--- config.mk ---
export PLATFORM = sky130hd
export DESIGN_NAME = wdt_param
export DESIGN_NICKNAME = d
export VERILOG_FILES = /design/src/rtl/wdt_param.sv
export SDC_FILE = /design/constraint.sdc
export NUM_CORES = 1
export LEC_CHECK = 0
export CAP_MARGIN = 20
export CELL_PAD_IN_SITES_DETAIL_PLACEMENT = 0
export CELL_PAD_IN_SITES_GLOBAL_PLACEMENT = 2
export CORE_ASPECT_RATIO = 1.4
export CORE_MARGIN = 2
export CORE_UTILIZATION = 38
export CTS_BUF_LIST = sky130_fd_sc_hd__clkbuf_2
export CTS_CLUSTER_SIZE = 24
export DETAILED_ROUTE_END_ITERATION = 8
export GPL_TIMING_DRIVEN = 0
export PLACE_DENSITY = 0.8
export SYNTH_ARGS = -nofsm -noshare
export SYNTH_HDL_FRONTEND = slang
export SYNTH_SLANG_ARGS = --single-unit
--- constraint.sdc ---
create_clock -name clk -period 5.1 [get_ports clk]
set_clock_uncertainty 0.2 [all_clocks]
set_input_delay 1.02 -clock clk [delete_from_list [all_inputs] [get_ports clk]]
set_output_delay 1.02 -clock clk [all_outputs]
set_load 0.05 [all_outputs]
--- src/rtl/wdt_param.sv ---
// Parametrised watchdog timer on the peripheral bus: programmable period, lock,
// keyed kick, pre-timeout warning and a stretched reset request.
module wdt_param #(
    parameter int unsigned CNT_W          = 32,
    parameter int unsigned DEFAULT_PERIOD = 249999999,
    parameter int unsigned DEFAULT_PRE    = 0,
    parameter int unsigned RST_PULSE      = 16,
    parameter logic [15:0] KICK_KEY       = 16'hA5C3,
    parameter bit          AUTO_START     = 1'b0
) (
    input  logic        clk,
    input  logic        reset_n,
    input  logic [2:0]  address,
    input  logic        chipselect,
    input  logic        write_n,
    input  logic [15:0] writedata,
    output logic [15:0] readdata,
    output logic        irq,
    output logic        resetrequest
);

    localparam logic [2:0] A_STATUS  = 3'd0;
    localparam logic [2:0] A_CONTROL = 3'd1;
    localparam logic [2:0] A_PER_LO  = 3'd2;
    localparam logic [2:0] A_PER_HI  = 3'd3;
    localparam logic [2:0] A_KICK    = 3'd4;
    localparam logic [2:0] A_SNAP_LO = 3'd5;
    localparam logic [2:0] A_SNAP_HI = 3'd6;
    localparam logic [2:0] A_PRE     = 3'd7;

    localparam logic [CNT_W-1:0] DEF_PERIOD = CNT_W'(DEFAULT_PERIOD);
    localparam logic [15:0]      DEF_PRE    = 16'(DEFAULT_PRE);
    localparam int unsigned      RW         = (RST_PULSE > 1) ? $clog2(RST_PULSE) : 1;
    localparam logic [RW-1:0]    PULSE_LD   = RW'(RST_PULSE - 1);

    logic [CNT_W-1:0] r_cnt;
    logic [CNT_W-1:0] r_period;
    logic [CNT_W-1:0] r_snap;
    logic [15:0]      r_pre_th;
    logic             r_run;
    logic             r_to;
    logic             r_pre;
    logic             r_lock;
    logic             r_ito;
    logic             r_ipre;
    logic             r_irq;
    logic             r_rstreq;
    logic [RW-1:0]    r_pulse_cnt;
    logic [15:0]      r_rd;

    logic             w_wr;
    logic             w_ctl_wr;
    logic             w_st_wr;
    logic             w_per_wr;
    logic             w_kick_ok;
    logic             w_kick_bad;
    logic             w_tmo;
    logic             w_pre_hit;
    logic [31:0]      w_p32;
    logic [31:0]      w_snap32;
    logic [CNT_W-1:0] w_period_nx;
    logic [CNT_W-1:0] w_cnt_nx;
    logic             w_run_nx;
    logic             w_to_nx;
    logic             w_pre_nx;
    logic             w_ito_nx;
    logic             w_ipre_nx;
    logic             w_lock_nx;
    logic [15:0]      w_rd_nx;

    always_comb begin
        w_wr       = chipselect && !write_n;
        w_ctl_wr   = w_wr && (address == A_CONTROL);
        w_st_wr    = w_wr && (address == A_STATUS);
        w_kick_ok  = w_wr && (address == A_KICK) && r_run && (writedata == KICK_KEY);
        w_kick_bad = w_wr && (address == A_KICK) && r_run && (writedata != KICK_KEY);
        // A correct key in the zero cycle both reloads and cancels that cycle's timeout
        w_tmo      = (r_run && (r_cnt == '0) && !w_kick_ok) || w_kick_bad;
        w_pre_hit  = r_run && (r_pre_th != '0) && (r_cnt == CNT_W'(r_pre_th));

        w_per_wr = w_wr && !r_lock && ((address == A_PER_LO) || (address == A_PER_HI));
        w_p32    = 32'(r_period);
        if (w_per_wr) begin
            if (address == A_PER_LO) w_p32[15:0]  = writedata;
            else                     w_p32[31:16] = writedata;
        end
        w_period_nx = w_p32[CNT_W-1:0];

        w_cnt_nx = r_cnt;
        if (w_per_wr)                               w_cnt_nx = w_period_nx;
        else if (w_kick_ok || (r_run && r_cnt == '0)) w_cnt_nx = r_period;
        else if (r_run)                             w_cnt_nx = r_cnt - CNT_W'(1);

        w_ito_nx  = w_ctl_wr ? writedata[0] : r_ito;
        w_ipre_nx = w_ctl_wr ? writedata[1] : r_ipre;
        w_lock_nx = r_lock || (w_ctl_wr && writedata[4]);

        // STOP overrides START; a held or newly written LOCK overrides both
        w_run_nx = r_run;
        if (w_ctl_wr && writedata[2])            w_run_nx = 1'b1;
        if (w_ctl_wr && writedata[3] && !r_lock) w_run_nx = 1'b0;
        if (w_lock_nx)                           w_run_nx = 1'b1;

        w_to_nx  = w_tmo     || (r_to  && !(w_st_wr && writedata[0]));
        w_pre_nx = w_pre_hit || (r_pre && !(w_st_wr && writedata[2]));

        w_snap32 = 32'(r_snap);
        case (address)
            A_STATUS:  w_rd_nx = {12'd0, r_lock, r_pre, r_run, r_to};
            A_CONTROL: w_rd_nx = {14'd0, r_ipre, r_ito};
            A_PER_LO:  w_rd_nx = w_p32[15:0];
            A_PER_HI:  w_rd_nx = w_p32[31:16];
            A_SNAP_LO: w_rd_nx = w_snap32[15:0];
            A_SNAP_HI: w_rd_nx = w_snap32[31:16];
            A_PRE:     w_rd_nx = r_pre_th;
            default:   w_rd_nx = '0;
        endcase
        if (w_per_wr) w_rd_nx = w_rd_nx;
    end

    always_ff @(posedge clk or negedge reset_n) begin
        if (!reset_n) begin
            r_cnt       <= DEF_PERIOD;
            r_period    <= DEF_PERIOD;
            r_snap      <= '0;
            r_pre_th    <= DEF_PRE;
            r_run       <= AUTO_START;
            r_to        <= 1'b0;
            r_pre       <= 1'b0;
            r_lock      <= 1'b0;
            r_ito       <= 1'b0;
            r_ipre      <= 1'b0;
            r_irq       <= 1'b0;
            r_rstreq    <= 1'b0;
            r_pulse_cnt <= '0;
            r_rd        <= '0;
        end else begin
            r_cnt    <= w_cnt_nx;
            r_period <= w_period_nx;
            r_run    <= w_run_nx;
            r_to     <= w_to_nx;
            r_pre    <= w_pre_nx;
            r_lock   <= w_lock_nx;
            r_ito    <= w_ito_nx;
            r_ipre   <= w_ipre_nx;
            r_irq    <= (w_to_nx && w_ito_nx) || (w_pre_nx && w_ipre_nx);
            r_rd     <= w_rd_nx;
            if (w_wr && (address == A_SNAP_LO)) r_snap <= r_cnt;
            if (w_wr && !r_lock && (address == A_PRE)) r_pre_th <= writedata;
            if (w_tmo) begin
                r_rstreq    <= 1'b1;
                r_pulse_cnt <= PULSE_LD;
            end else if (r_pulse_cnt != '0) begin
                r_pulse_cnt <= r_pulse_cnt - RW'(1);
            end else begin
                r_rstreq <= 1'b0;
            end
        end
    end

    assign readdata     = r_rd;
    assign irq          = r_irq;
    assign resetrequest = r_rstreq;

endmodule
Word-level counts from Yosys, hierarchy flattened --
Cells that the tools add are included.
Storage, ports and cells: register bits 140, bits in latches 0, memory bits (writable) 0, memory bits (read-only) 0, bits of input ports 23, output and inout port bits 18, logic and storage cells 87, memories kept 0
Operators by class: add/subtract/negate cells 2, multiply operators 0, div/mod/pow operators 0, $lt $le $gt $ge 0, eq/ne operators 11, shift-type cells 0, mux-type cells 16, bitwise operators 0, reductions and logical operators 44
Operators by type and width (count):
- two-way mux 32 bit | 4
- case mux 16 bit (7 select lines) | 1
- equality test 32 x 16 -> 1 bit | 1
- logical NOT 32 bit | 1
- two-way mux 16 bit | 2
- subtractor 32 x 1 -> 32 bit, second input constant | 1
- logical AND 1 bit | 25
- equality test 16 bit, second input constant | 1
- inequality test 16 bit, second input constant | 1
- nonzero test 16 bit | 1
- equality test 3 bit, second input constant | 4
- two-way mux 4 bit | 2
- logical OR 1 bit | 7
- two-way mux 1 bit | 7
- equality test 3 x 2 -> 1 bit, second input constant | 2
- nonzero test 3 bit | 2
- logical NOT 1 bit | 5
- nonzero test 4 bit | 1
- subtractor 4 x 1 -> 4 bit, second input constant | 1
- equality test 3 x 1 -> 1 bit, second input constant | 1
- logical NOT 3 bit | 1
- inequality test 2 bit, second input constant | 1
- nonzero test 2 bit | 1

Longest topological paths before layout --
Gate-level depths: netlist of the first run.
depth in word-level cells 11, depth in mapped cells 9, depth with buffers taken out 8

Least setup slack after synthesis of the first run --
Ideal clock, no wire load.
path kind input to register, from in address[2], to reg r_rd[3] (netlist: readdata[3]), library setup time 0.137 ns, arrival 2.657 ns, required time 4.763 ns, slack 2.107 ns, cell stages on the path 7, buffers on the path 1, path through clkbuf_1 > nor3b_2 > nand3_1 > mux2_2 > mux2_2 > a221oi_1 > a21oi_1
Between the ends: word-level cells in the longest chain between the ends 5, elaborated cells between the ends (all ways) 13, those cells by class eq/ne: 6; mux: 4; reduce/logical: 3
Ends and longest elaborated chain:
- start: declaration | line 13 | input logic [2:0] address,
- equality test 3 x 2 -> 1 bit (on tied branches) | line 81, 84
- logical OR 1 bit | line 81 | w_per_wr = w_wr && !r_lock && ((address == A_PER_LO) || (address == A_PER_HI));
- logical AND 1 bit | line 81
- two-way mux 32 bit * | line 83 | if (w_per_wr) begin
- net w_p32[19] | line 59 | logic [31:0] w_p32;
- case mux 16 bit (7 select lines) * | line 108 | case (address)
- net w_rd_nx[3] | line 69 | logic [15:0] w_rd_nx;
- end signal: assignment | line 147 | r_rd <= w_rd_nx;
- end: declaration | line 49 | logic [15:0] r_rd;
Mark *: on every way through the listed nets, which the timed path passes. The rest lies on a longest branch. A chain may end at the register's enable or synchronous reset.

Final worst setup path of the first run --
from in address[2], to reg r_rd[7] (netlist: readdata[7])
Same word-level chain as after synthesis.

==> results.cfg, run 1 <==
[outcome]
status = completed

[worst_setup_path]
rr_startpoint = r_cnt[9]
arrival_ps = 4290
cp_slowest_cell = clkbuf_1
critical-path-max-stage-delay_ps = 740
r2r_setup_slack_ps = 1440
rr_endpoint = r_cnt[30]
critPathMaxFanout = 10
path_cells = clkdlybuf4s50_1 -> clkbuf_1 -> nor3b_2 -> nand3_1 -> clkbuf_1 -> mux2_2 -> mux2i_1 -> o21ai_0
path_buf_inv = 3
critPathLaunchType = primary input
crit_required_ps = 5510
worstSetupPathType = in -> reg
cp_common_cell = clkbuf_1
endpoint_kind = flop
ff2ff_path_depth = 9
crit_family = buffers and inverters
crit_cells = 8

[synth]
synthArstFlopShare = 1.00
synthesis.nets = 783
yosysTopAreaCellShare = 0.334
ys_types = 67
synth_cells = 758
synthTopCellsByArea = dfrtp_1, dfstp_2, mux2_2
seq_area_frac_synth = 0.464
yosys.area.top_type = dfrtp_1
postSynthAreaPerCell_um2 = 10.1
ys_top_cells_by_count = dfrtp_1, mux2_2, nand2_1, a21oi_1
yosys_most_used_dff = dfrtp_1
synth-seq-cells = 140
synthesis.area_um2 = 7650
synth.yosys.warnings = 0
synth_edf_count = 0
yosysMostFrequentCell = dfrtp_1

[worst_hold_path]
min_to = r_snap[22]
min_from = r_snap[22]
whs_path_depth = 1
hp-class = reg -> reg

[pwr]
seq_power_share = 0.475
p_leak_nw = 3.67
swShare = 0.402
p_int_mw = 2.41
p_sw_mw = 1.62
power_density_nw_per_um2 = 465
p_clk_frac = 0.179
comb_power_share = 0.346
power.total_mw = 4.04
max-vdd-ir-drop_v = 0.000161

[timing]
fmax_ghz = 0.257
hold_viol_final = 0
tightest_slew_ps = 923
final-setup-viol-count = 0
fin_crit_sh = 0.763
fin_setup_tns_ps = 0
relSlewSlack = 0.383
final.min_clock_period_ps = 3890
rsz0062_at_grt = false
drv_slew = 0

[routing]
avgRoutedWirePerCell_um = 26.2
first_iter_violations = 535
viasPerCell = 6.06
vias = 6584
drc = 0
ant_nets = 0
dr.pass1.iters = 5
drt_wl_total_um = 28500

[clocking]
clock_latency_ps = 750
cts_tree = built
cts_num_sinks = 140
cts_setup_buffers = 0
cts-resized-gates = 0
clk_pin_slew_ps = 200
cts_buffers = 17
holdBufCountCts = 1
clockRootBuffer = clkbuf_2
htree_levels = 4
clock_path_buffers = 2

[flow_run]
maxCapViolations = 0

[cells_and_area]
postLayoutCellArea_um2 = 8670
drive_gt1_frac = 0.210
area_delta_synth_final_pct = 13.3
layout.cells.non_filler = 1086
fillCellCount = 1987
nets = 845

[place]
port_buffers = 39
placedInstanceArea_um2 = 8400
dp_hpwl_um = 20700
place_congestion = 0.954
dp.cells = 1051

[die]
die_y_um = 172
core_area_um2 = 19800
rows = 61
fp.dieW_um = 124
pin_count = 41
dieArea_um2 = 21300
initial_core_util = 0.386

[grt]
grt_pass1_vias = 6712
grt_pass1_wl_um = 42400
gr-total-overflow = 0
grt_max_degree = 101
track_usage = 0.279
antenna_found_initial = 1
==> sequential cells by signal (all words and copies together), names as in the netlist <==
signal	flops
irq	1
r_cnt	32
r_ipre	1
r_ito	1
r_lock	1
r_period	32
r_pre	1
r_pre_th	16
r_pulse_cnt	4
r_run	1
r_snap	32
r_to	1
readdata	16
resetrequest	1
==> how the worst max path moves through the flow <==
stage / startpoint / endpoint / slack, ps
finish: address[2] / readdata[7] / 1210
detailed placement: address[2] / readdata[7] / 500
global placement: reset_n / readdata[2] / -2850
global route: address[2] / readdata[7] / 1110
CTS: address[2] / readdata[7] / 1280
floorplan: address[2] / readdata[3] / 2110
==> kinds of logic after synthesis <==
| family | share of synthesized area |
|---|---|
| compound gates | 0.140 |
| mux | 0.158 |
| flops | 0.464 |
| simple gates | 0.156 |
| fa+ha+maj | 0.00327 |
| xor+xnor | 0.0401 |
| buf+inv | 0.0384 |
==> per-stage QoR <==
stage                     hold WS (ps)  setup slack (ps)  utilization
final                              332              1210        0.437
after global routing               339              1110        0.437
after CTS                          333              1280        0.437
after detailed placement           286               504        0.423
after global placement             283             -2850        0.421
after floorplan                    262              2110            -
==> routing by layer <==
| metal | GRT usage | wire length [µm] | up-vias |
|---|---|---|---|
| met5 | 0 | 0 | - |
| li1 | - | - | 2891 |
| met4 | 0.136 | 1340 | 0 |
| met2 | 0.459 | 14100 | 274 |
| met3 | 0.0587 | 1870 | 79 |
| met1 | 0.348 | 11200 | 3340 |
==> cells in the final DEF (no fill, tap or decap), types with 7 or more instances in the layout <==
cell type	n
nor4_1	20
inv_1	19
nor2_1	43
nand3_1	16
clkdlybuf4s50_1	38
a21oi_1	55
clkbuf_1	41
o21ai_0	43
nor3_1	27
dfrtp_1	102
mux2_2	71
buf_2	7
clkbuf_2	18
dfstp_2	38
xor2_1	30
a31oi_1	14
or3_1	10
mux2i_1	35
nand2_1	64
==> worst register-to-register path, stage by stage (launching register included) <==
cell and delay (ps):
dfstp_2 570, clkbuf_1 530, nor2_1 190, nand3_1 180, nor3_1 80, a31oi_1 630, buf_6 240, clkbuf_1 580
nor3_1 110, o32ai_1 270
==> layout make-up <==
cell class                 instances  area [µm²]  share of cell area
antenna                            1        2.50            0.000289
clock buffer                      17        85.1             0.00981
inverter                          19        71.3             0.00823
clock inverter                    15         170              0.0196
timing repair buffer              43         445              0.0514
multi-input combinational        546        3810               0.439
sequential                       140        3550               0.410
tap                              252         315              0.0364
buffer                            53         223              0.0257
==> power by group through the flow <==
stage	Sequential (mW)	Clock (mW)	Combinational [mW]
2_1_floorplan	1.87	0	0.892
3_3_place_gp	1.91	0	1.35
3_5_place_dp	1.92	0	1.38
4_1_cts	1.90	0.736	1.39
5_1_grt	1.95	0.784	1.52
6_report	1.92	0.721	1.40
Note: power is estimated with default switching activity, not from simulation.
==> run 2: changes to the inputs <==
- clock period: 5.1 -> 3.6 ns (I/O delays scaled with it)
==> results.cfg, run 2 (same netlist as run 1, synthesis figures left out) <==
[outcome]
status = completed

[worst_setup_path]
endpoint_kind = flop
path_cells = inv_1 -> ha_1 -> nor4b_1 -> nand4_1 -> nor4_1 -> o21ai_0 -> clkbuf_2 -> o211ai_1
cp_slowest_cell = nor4_1
critical-path-max-stage-delay_ps = 780
arrival_ps = 3980
crit_family = simple AND/OR/NAND/NOR gates
path_buf_inv = 2
critPathLaunchType = flop
critPathMaxFanout = 7
worstSetupPathType = reg -> reg
crit_required_ps = 4050

[routing]
ant_nets = 0
first_iter_violations = 497
vias = 6584
drt_wl_total_um = 28500
viasPerCell = 6.07
avgRoutedWirePerCell_um = 26.2
dr.pass1.iters = 7
drc = 0

[timing]
fin_crit_sh = 0.980
hold_viol_final = 0
fmax_ghz = 0.284
final.min_clock_period_ps = 3530
final-setup-viol-count = 0
relSlewSlack = 0.390
fin_setup_tns_ps = 0
tightest_slew_ps = 913
rsz0062_at_grt = false
drv_slew = 0

[die]
initial_core_util = 0.386
die_y_um = 172
dieArea_um2 = 21300
core_area_um2 = 19800
rows = 61
fp.dieW_um = 124
pin_count = 41

[cells_and_area]
reg_top3 = r_cnt x32, r_period x32, r_snap x32
layout.cells.non_filler = 1085
postLayoutCellArea_um2 = 8670
mostFrequentLayoutCells = dfrtp_1, mux2_2, nand2_1
layout_commonest_cell = dfrtp_1
drive_gt1_frac = 0.213
area_delta_synth_final_pct = 13.4
final_util = 0.437
nets = 844

[clocking]
clock_latency_ps = 750
cts_buffers = 17
clk_pin_slew_ps = 240
clockRootBuffer = clkbuf_2
cts_num_sinks = 140
htree_levels = 4
clock_path_buffers = 2
cts_tree = built

[grt]
gr-total-overflow = 0
gr-usage-met1 = 0.348
grt_use_met3 = 0.0597
track_usage = 0.279
grt_pass1_vias = 6715
antenna_found_initial = 1
grt-busiest-layer = met2
grt_pass1_wl_um = 42400
use_met2 = 0.458
grt_max_degree = 101

[pwr]
p_leak_nw = 3.67
max-vdd-ir-drop_v = 0.000228
power_density_nw_per_um2 = 660
power.total_mw = 5.72

[flow_run]
maxCapViolations = 0

[place]
place_congestion = 0.954
placedInstanceArea_um2 = 8400
port_buffers = 39
dp_hpwl_um = 20700
dp.cells = 1051

[worst_hold_path]
hp-class = in -> async
## run 2: cell types whose count changed in the layout (fill, tap and decap cells not counted)
| cell | previous run | this run |
|---|---|---|
| clkbuf_1 | 41 | 39 |
| a31oi_2 | 0 | 1 |
| a31oi_1 | 14 | 13 |
| clkbuf_2 | 18 | 19 |
## run 2: area by class of cell
cell class / count / area (µm²)
buffer: 52 / 220
clock buffer: 17 / 85.1
clock inverter: 15 / 170
antenna: 1 / 2.50
timing repair buffer: 43 / 445
inverter: 19 / 71.3
tap: 252 / 315
multi-input combinational: 546 / 3810
fill: 1987 / 11200
sequential: 140 / 3550
## run 2: what timing repair did
item	4_1_cts	5_1_grt
endpoints found under the setup margin	0	13
hold endpoints to repair	40	0
gates resized for setup	0	4
hold buffers	1	0
setup buffers	0	0
## run 2: worst paths after layout
path                               from        endpoint  slack (ps)  depth (start not counted)
setup / recovery               r_cnt[0]  r_pulse_cnt[1]          70                          8
hold / removal                  reset_n       r_cnt[10]         220                          2
setup reg to reg               r_cnt[0]  r_pulse_cnt[1]          70                          8
hold reg to reg            r_period[15]    r_period[15]         330                          2
max in group asynchronous       reset_n     r_period[1]        2120                          3
min in group clk           r_period[15]    r_period[15]         330                          2
## run 2: routing by layer
metal | wire, µm | vias up
met5 | 0 | -
met4 | 1340 | 0
met3 | 1890 | 78
met2 | 14000 | 285
met1 | 11300 | 3325
li1 | - | 2896
## run 2: metrics by stage
step           hold slack [ps]  setup WS, ps
2_1_floorplan              224           907
3_3_place_gp               283         -4050
3_5_place_dp               286          -696
4_1_cts                    203          39.7
5_1_grt                    188          12.6
6_report                   215          73.7
## run 2: where the power goes
group          internal [mW]  total, mW  leakage [nW]  switching [mW]
clock network          0.385       1.03         0.146           0.640
registers               2.18       2.72          1.68           0.533
logic                  0.850       1.98          1.85            1.13
==> run 3: changes to the inputs <==
- CORE_UTILIZATION: 38 -> 44
- PLACE_DENSITY: 0.8 -> 0.91
- SLEW_MARGIN: default -> 20
- clock period: 3.6 -> 4.56 ns (I/O delays scaled with it)
==> results.cfg, run 3 (same netlist as run 1, synthesis figures left out) <==
[worst_setup_path]
cp-startpoint = r_cnt[9]
crit_required_ps = 5070
critPathLaunchType = flop
cp_common_cell = clkbuf_1
critical-path-max-stage-delay_ps = 740
endpoint_kind = flop
rr_startpoint = r_cnt[9]
cp_slowest_cell = a31oi_2
worstSetupPathType = reg -> reg
path_buf_inv = 2
path_cells = clkbuf_1 -> nor2_1 -> nand3_1 -> nor3_1 -> a31oi_2 -> clkbuf_1 -> o21ai_0 -> a32oi_1
crit_family = compound AO/OA/AOI/OAI gates
critPathMaxFanout = 10
arrival_ps = 4100

[timing]
fmax_ghz = 0.279
hold_viol_final = 0
final-setup-viol-count = 0
drv_slew = 0
fin_setup_tns_ps = 0
tightest_slew_ps = 1050
relSlewSlack = 0.302
fin_crit_sh = 0.787
final.min_clock_period_ps = 3590
rsz0062_at_grt = false

[place]
place_congestion = 0.951
port_buffers = 39
dp_hpwl_um = 20100

[cells_and_area]
nets = 843
reg_top3 = r_cnt x32, r_period x32, r_snap x32
area_delta_synth_final_pct = 12.6
drive_gt1_frac = 0.212
mostFrequentLayoutCells = dfrtp_1, mux2_2, nand2_1
final_util = 0.501
layout_commonest_cell = dfrtp_1

[die]
rows = 57
initial_core_util = 0.445
pin_count = 41
core_area_um2 = 17200
dieArea_um2 = 18500
die_y_um = 160
fp.dieW_um = 115

[clocking]
clk_pin_slew_ps = 260
cts_setup_buffers = 0
clock_latency_ps = 790
clockRootBuffer = clkbuf_2
htree_levels = 4
cts_buffers = 17
cts_num_sinks = 140
cts_tree = built
clock_path_buffers = 2

[grt]
track_usage = 0.309
grt_pass1_vias = 6653
grt_max_degree = 89
gr-total-overflow = 0
antenna_found_initial = 1
grt_pass1_wl_um = 41600

[outcome]
status = completed

[pwr]
comb_power_share = 0.349
swShare = 0.412
max-vdd-ir-drop_v = 0.000261
power_density_nw_per_um2 = 514
seq_power_share = 0.484
p_sw_mw = 1.82
p_clk_frac = 0.168
p_int_mw = 2.61
p_leak_nw = 3.65
power.total_mw = 4.43

[routing]
drc = 0
avgRoutedWirePerCell_um = 25.7
dr.pass1.iters = 7
first_iter_violations = 555
drt_wl_total_um = 27400
vias = 6621
ant_nets = 0
viasPerCell = 6.20

[worst_hold_path]
min_from = r_period[15]
hp-class = reg -> reg

[flow_run]
maxCapViolations = 0
## run 3: changes by cell type in the layout (fill, tap and decap cells not counted), sizes merged
| cell | change |
|---|---|
| buf | -1 |
| inv | +3 |
| clkinvlp | -1 |
| clkinv | -1 |
| bufinv | -2 |
| clkbuf | +1 |
## run 3: per-layer routing
| layer | wire (µm) | vias up | track usage |
|---|---|---|---|
| met4 | 1400 | 0 | 0.159 |
| met5 | 0 | - | 0 |
| met1 | 11000 | 3319 | 0.406 |
| met3 | 2050 | 89 | 0.0664 |
| met2 | 13000 | 330 | 0.478 |
| li1 | - | 2883 | - |
## run 3: worst min-delay path, stage by stage (launching register included)
cell and delay, ps:
dfstp_2 430, nand2_1 50, nand2_1 70
## run 3: final timing paths
path | endpoint | slack [ps] | depth (start not counted)
max in group asynchronous | r_cnt[3] | 2920 | 3
min in group asynchronous | r_snap[11] | 410 | 2
setup reg to reg | r_cnt[27] | 970 | 8
hold / removal | r_period[15] | 320 | 2
setup / recovery | r_cnt[27] | 970 | 8
hold reg to reg | r_period[15] | 320 | 2
## run 3: cell type report
cell class,count,area [µm²]
Tap cell,236,295
Clock inverter,14,139
Antenna cell,1,2.50
Clock buffer,18,90.1
Multi-Input combinational cell,546,3810
Buffer,53,223
Timing Repair Buffer,41,433
Inverter,19,71.3
Sequential cell,140,3550
Fill cell,1597,8570
## run 3: repair_timing
action | in CTS | in global routing
hold buffers | 1 | 0
hold endpoints to repair | 31 | 0
gates resized for setup | 0 | 0
## run 3: power by group through the flow
stage	registers, mW	clock network [mW]	logic [mW]
global route	2.17	0.804	1.69
finish	2.14	0.743	1.55
detailed placement	2.14	0	1.53
CTS	2.12	0.749	1.54
floorplan	2.09	0	0.997
global placement	2.13	0	1.49
## run 3: stage by stage
stage	hold slack (ps)	cell area, µm²	setup WS [ps]	cells
6_report	322	8620	970	1068
4_1_cts	327	8620	1020	1067
3_5_place_dp	292	8380	229	1034
3_3_place_gp	283	8340	-3260	1033
5_1_grt	343	8620	777	1068
2_1_floorplan	262	7650	1670	758
